$ cat src/rtl/uart_rx_fsm.sv
// -----------------------------------------------------------------------------
// uart_rx_fsm
// UART receive stage. Recovers frames of 1 start bit, 8 data bits (LSB first),
// an optional parity bit and 1 stop bit from an oversampled serial line.
// Each received byte is delivered with a one-cycle valid strobe and error flags.
//
// Parameters
//   OVERSAMPLE  clk cycles per serial bit (even, >= 4)
//   PARITY_EN   1: a parity bit follows the data, 0: stop bit follows bit 7
//   PARITY_ODD  0: even parity, 1: odd parity
//
// Ports
//   clk         in   system clock, rising edge
//   reset       in   asynchronous, active-low reset
//   rx_in       in   serial line, idles high, asynchronous to clk
//   rx_data     out  received byte, held until the next rx_valid
//   rx_valid    out  one-cycle strobe qualifying rx_data and the error flags
//   parity_err  out  parity mismatch on the strobed frame (0 when PARITY_EN=0)
//   frame_err   out  stop bit sampled low on the strobed frame
//   busy        out  high whenever the receiver is not idle
// -----------------------------------------------------------------------------
module uart_rx_fsm #(
    parameter int OVERSAMPLE = 16,
    parameter int PARITY_EN  = 1,
    parameter int PARITY_ODD = 0
) (
    input  logic       clk,
    input  logic       reset,
    input  logic       rx_in,
    output logic [7:0] rx_data,
    output logic       rx_valid,
    output logic       parity_err,
    output logic       frame_err,
    output logic       busy
);

    localparam int CW          = $clog2(OVERSAMPLE);
    localparam int SYNC_STAGES = 2;

    // Start bit is checked at its midpoint; every later bit is sampled one
    // full bit period after the previous sample, i.e. also at its midpoint.
    localparam logic [CW-1:0] CNT_HALF = CW'(OVERSAMPLE / 2 - 1);
    localparam logic [CW-1:0] CNT_FULL = CW'(OVERSAMPLE - 1);
    localparam logic [CW-1:0] CNT_ONE  = CW'(1);
    localparam logic [CW-1:0] CNT_ZERO = '0;

    localparam logic PAR_EN_BIT  = (PARITY_EN != 0);
    localparam logic PAR_ODD_BIT = (PARITY_ODD != 0);

    typedef enum logic [2:0] {
        S_IDLE,
        S_START_BIT,
        S_DATA_BIT,
        S_PARITY_BIT,
        S_STOP_BIT,
        S_BREAK_WAIT
    } state_t;

    // -------------------------------------------------------------------------
    // Input synchronizer. Flops reset to 1 so a reset never looks like a
    // start edge.
    // -------------------------------------------------------------------------
    logic [SYNC_STAGES-1:0] sync_reg;
    logic                   rx_s;

    genvar gi;
    generate
        for (gi = 0; gi < SYNC_STAGES; gi++) begin : g_sync
            if (gi == 0) begin : g_first
                always_ff @(posedge clk or negedge reset) begin
                    if (!reset) begin
                        sync_reg[gi] <= 1'b1;
                    end else begin
                        sync_reg[gi] <= rx_in;
                    end
                end
            end else begin : g_next
                always_ff @(posedge clk or negedge reset) begin
                    if (!reset) begin
                        sync_reg[gi] <= 1'b1;
                    end else begin
                        sync_reg[gi] <= sync_reg[gi-1];
                    end
                end
            end
        end
    endgenerate

    assign rx_s = sync_reg[SYNC_STAGES-1];

    // -------------------------------------------------------------------------
    // State and datapath registers
    // -------------------------------------------------------------------------
    state_t          state_reg,      state_next;
    logic [CW-1:0]   cnt_reg,        cnt_next;
    logic [2:0]      bit_idx_reg,    bit_idx_next;
    logic [7:0]      shift_reg,      shift_next;
    logic            parity_ok_reg,  parity_ok_next;
    logic [7:0]      rx_data_reg,    rx_data_next;
    logic            rx_valid_reg,   rx_valid_next;
    logic            parity_err_reg, parity_err_next;
    logic            frame_err_reg,  frame_err_next;

    always_ff @(posedge clk or negedge reset) begin
        if (!reset) begin
            state_reg      <= S_IDLE;
            cnt_reg        <= CNT_ZERO;
            bit_idx_reg    <= 3'd0;
            shift_reg      <= 8'h00;
            parity_ok_reg  <= 1'b1;
            rx_data_reg    <= 8'h00;
            rx_valid_reg   <= 1'b0;
            parity_err_reg <= 1'b0;
            frame_err_reg  <= 1'b0;
        end else begin
            state_reg      <= state_next;
            cnt_reg        <= cnt_next;
            bit_idx_reg    <= bit_idx_next;
            shift_reg      <= shift_next;
            parity_ok_reg  <= parity_ok_next;
            rx_data_reg    <= rx_data_next;
            rx_valid_reg   <= rx_valid_next;
            parity_err_reg <= parity_err_next;
            frame_err_reg  <= frame_err_next;
        end
    end

    // -------------------------------------------------------------------------
    // Next-state and datapath logic
    // -------------------------------------------------------------------------
    always_comb begin
        state_next      = state_reg;
        cnt_next        = cnt_reg + CNT_ONE;
        bit_idx_next    = bit_idx_reg;
        shift_next      = shift_reg;
        parity_ok_next  = parity_ok_reg;
        rx_data_next    = rx_data_reg;
        // Strobe and flags default low so they last exactly one cycle and
        // read 0 whenever no frame is being delivered.
        rx_valid_next   = 1'b0;
        parity_err_next = 1'b0;
        frame_err_next  = 1'b0;

        unique case (state_reg)
            S_IDLE: begin
                cnt_next = CNT_ZERO;
                if (!rx_s) begin
                    state_next     = S_START_BIT;
                    parity_ok_next = 1'b1;
                end
            end

            S_START_BIT: begin
                if (cnt_reg == CNT_HALF) begin
                    cnt_next = CNT_ZERO;
                    if (rx_s) begin
                        // Line went back high before mid-bit: a glitch.
                        state_next = S_IDLE;
                    end else begin
                        state_next   = S_DATA_BIT;
                        bit_idx_next = 3'd0;
                    end
                end
            end

            S_DATA_BIT: begin
                if (cnt_reg == CNT_FULL) begin
                    cnt_next                = CNT_ZERO;
                    shift_next[bit_idx_reg] = rx_s;
                    bit_idx_next            = bit_idx_reg + 3'd1;
                    if (bit_idx_reg == 3'd7) begin
                        state_next = PAR_EN_BIT ? S_PARITY_BIT : S_STOP_BIT;
                    end
                end
            end

            S_PARITY_BIT: begin
                if (cnt_reg == CNT_FULL) begin
                    cnt_next       = CNT_ZERO;
                    parity_ok_next = ((^shift_reg) ^ rx_s ^ PAR_ODD_BIT) == 1'b0;
                    state_next     = S_STOP_BIT;
                end
            end

            S_STOP_BIT: begin
                if (cnt_reg == CNT_FULL) begin
                    cnt_next        = CNT_ZERO;
                    rx_valid_next   = 1'b1;
                    rx_data_next    = shift_reg;
                    parity_err_next = PAR_EN_BIT & ~parity_ok_reg;
                    frame_err_next  = ~rx_s;
                    // Returning to IDLE at the stop midpoint leaves half a bit
                    // to catch a back-to-back start edge. A low stop bit means
                    // the line may be held in break; wait for it to rise.
                    state_next      = rx_s ? S_IDLE : S_BREAK_WAIT;
                end
            end

            S_BREAK_WAIT: begin
                cnt_next = CNT_ZERO;
                if (rx_s) begin
                    state_next = S_IDLE;
                end
            end

            default: begin
                state_next = S_IDLE;
                cnt_next   = CNT_ZERO;
            end
        endcase
    end

    // -------------------------------------------------------------------------
    // Outputs
    // -------------------------------------------------------------------------
    assign rx_data    = rx_data_reg;
    assign rx_valid   = rx_valid_reg;
    assign parity_err = parity_err_reg;
    assign frame_err  = frame_err_reg;
    assign busy       = (state_reg != S_IDLE);

endmodule

$ cat config.mk
export PLATFORM = sky130hd
export DESIGN_NAME = uart_rx_fsm
export DESIGN_NICKNAME = d
export VERILOG_FILES = /design/src/rtl/uart_rx_fsm.sv
export SDC_FILE = /design/constraint.sdc
export NUM_CORES = 1
export LEC_CHECK = 0
export BUFFER_PORTS_ARGS = -buffer_cell sky130_fd_sc_hd__buf_2
export CAP_MARGIN = 20
export CORE_UTILIZATION = 62
export DETAILED_ROUTE_END_ITERATION = 10
export GPL_TIMING_DRIVEN = 0
export PLACE_DENSITY = 0.81
export SYNTH_ARGS = -nofsm -noshare
export SYNTH_HDL_FRONTEND = slang
export SYNTH_SLANG_ARGS = --single-unit
$ cat constraint.sdc
create_clock -name clk -period 4.3 [get_ports clk]
set_input_delay 0.43 -clock clk [delete_from_list [all_inputs] [get_ports clk]]
set_output_delay 0.43 -clock clk [all_outputs]
set_load 0.01 [all_outputs]
==> results.txt <==
Yosys reg bits = 32
Outcome = finished clean
VDD IR max = 0.327 mV
Skew final = 0.0128 ns
Ratio of cells with drive above 1 in the final layout = 0.333
P_leak = 0.000894 uW
Post-synthesis async set-or-reset flop share = 1.00
Largest area contributor in the netlist = dfrtp_1
Antenna-violating nets left = 0
Worst-margin pin slew = 0.685 ns
Pre-CTS setup slack = 2.52 ns
First-pass GRT wire length = 4380 um
Setup ws final = 2.35 ns
Hold crit path type = input pin to async pin
Worst-path fanout max = 10
TritonCTS Buffers = 5
PwrDens = 360 nW/um2
FF-to-FF setup slack = 2.49 ns
RSZ-0062 raised after global routing = no
WS Path Type = register to output port
Clock latency on the worst-skew pair = 0.34 ns
Fmax = 513 MHz
Hold Slack = 0.124 ns
Core Rows = 17
Post-synth top area share = 0.469
Startpoint class of the critical path = register
GPL Wtd Cong = 0.757
Final setup viols = 0
TritonCTS clock tree = built
Post-CTS Setup Inserts = 0
Vias/cell = 5.52
Tot GR Track Use = 0.239
Die area = 2700 um2
DRT Pass-1 Iters = 4
Final wirelength = 2550 um
Post-DP HPWL = 1680 um
Initial core utilization = 0.679
Synthesized area = 1550 um2
CP required = 3.87 ns
Core area = 2280 um2
Max_cap viols = 0
Longest Clk Path Bufs = 2
DR iter-0 viols = 14
Die Height = 51.9 um
Total negative setup slack = 0 ns
Most common cell after layout, fill and taps aside = dfrtp_1
Post-CTS sizing = 0
Yosys cell types = 41
Vias = 966
I/O pin cnt = 15
Drt wl/cell = 14.5 um
Ant. Diodes = 0
Root Buffer Master = clkbuf_4
Synth Flop Type = dfrtp_1
R2R depth = 6
Crit path DAT = 1.52 ns
Largest net degree at the start of global routing = 33
Port Buffers = 14
Rel. slew slack = 0.543
Hold-fix buffers, CTS = 0
Drt drc = 0
Total grt overflow = 0
CP Capture Type = output port
H-tree levels = 2
Commonest non-fill, non-tap cells in the layout = dfrtp_1, buf_2, nand2_1, mux2_2
Vias in the first global route = 985
FF+latch area = 805 um2
Nets = 152
Synth top area cells = dfrtp_1, mux2_2, dfstp_2, xnor2_1, o21ai_0
Synth Area per Inst = 12.4 um2
Post-synth EDFFs = 0
Final cycle utilization of the critical path = 0.453
Clock sinks = 32
Area delta synth->final = 11.2%
Die width = 51.9 um
Multi-input gate area = 668 um2
Seq/Total Area, Yosys = 0.520
Slew Limit Fails = 0
Fin crit period = 1.95 ns
Clk slew on worst S/H paths = 0.10 ns
Yosys warns = 0
Post-synthesis net count = 131
Cells after Synth = 125
Final Hold Viols = 0
Fill count = 156
Initial antenna violation count = 0
## final cells by class
class                   instances  share of cell area
flip-flops and latches         32               0.468
multi-input cells              82               0.388
inverters                       2             0.00436
clock buffers                   8              0.0400
well taps                      28              0.0204
repair buffers                 14              0.0407
plain buffers                   9              0.0385
## worst paths after layout
check	end	startpoint
min in group clk	sync_reg[0]	rx_in
min reg2reg	rx_s	sync_reg[0]
min	cnt_reg[1]	reset
max in group asynchronous	rx_data[7]	reset
max reg2reg	shift_reg[0]	cnt_reg[0]
max	busy	state_reg[1]
## cells by family after synthesis
group | count (synthesis) | share of synthesized area
AO/OA/AOI/OAI | 17 | 0.0793
XOR/XNOR | 10 | 0.0566
adder cells (fa/ha/maj) | 3 | 0.0243
buffers and inverters | 11 | 0.0477
flip-flops | 32 | 0.520
multiplexers | 13 | 0.0963
AND/OR/NAND/NOR | 39 | 0.176
## cells in the mapped netlist, types with 3 or more instances
master    number
buf_6          3
dfrtp_1       29
xnor2_1        8
o21ai_0        8
nand4b_1       3
ha_1           3
nor2_1         8
mux2_2         9
nand2_1        9
dfstp_2        3
## power by group
group | switching (uW) | internal, uW
registers | 9.12 | 315
clock network | 99.4 | 96.1
logic | 54.8 | 45.0
## critical path: stages, from the launching register on
cell	delay, ns
dfrtp_1	0.39
buf_6	0.15
or3_1	0.39
buf_6	0.14
buf_2	0.13
## metal layers
layer,wire length [um],up-vias,track usage
li1,-,484,-
met1,1220,459,0.285
met2,1160,17,0.363
met3,93,6,0.0760
met4,69,0,0.167
met5,0,-,0
## metrics by stage
step           power [uW]  cells   util  cell area [um2]
2_1_floorplan         406    125      -             1550
3_3_place_gp          426    167  0.726             1650
3_5_place_dp          431    167  0.726             1650
4_1_cts               625    175  0.756             1720
5_1_grt               650    175  0.756             1720
6_report              620    175  0.756             1720
Note: power is estimated with default switching activity, not from simulation.
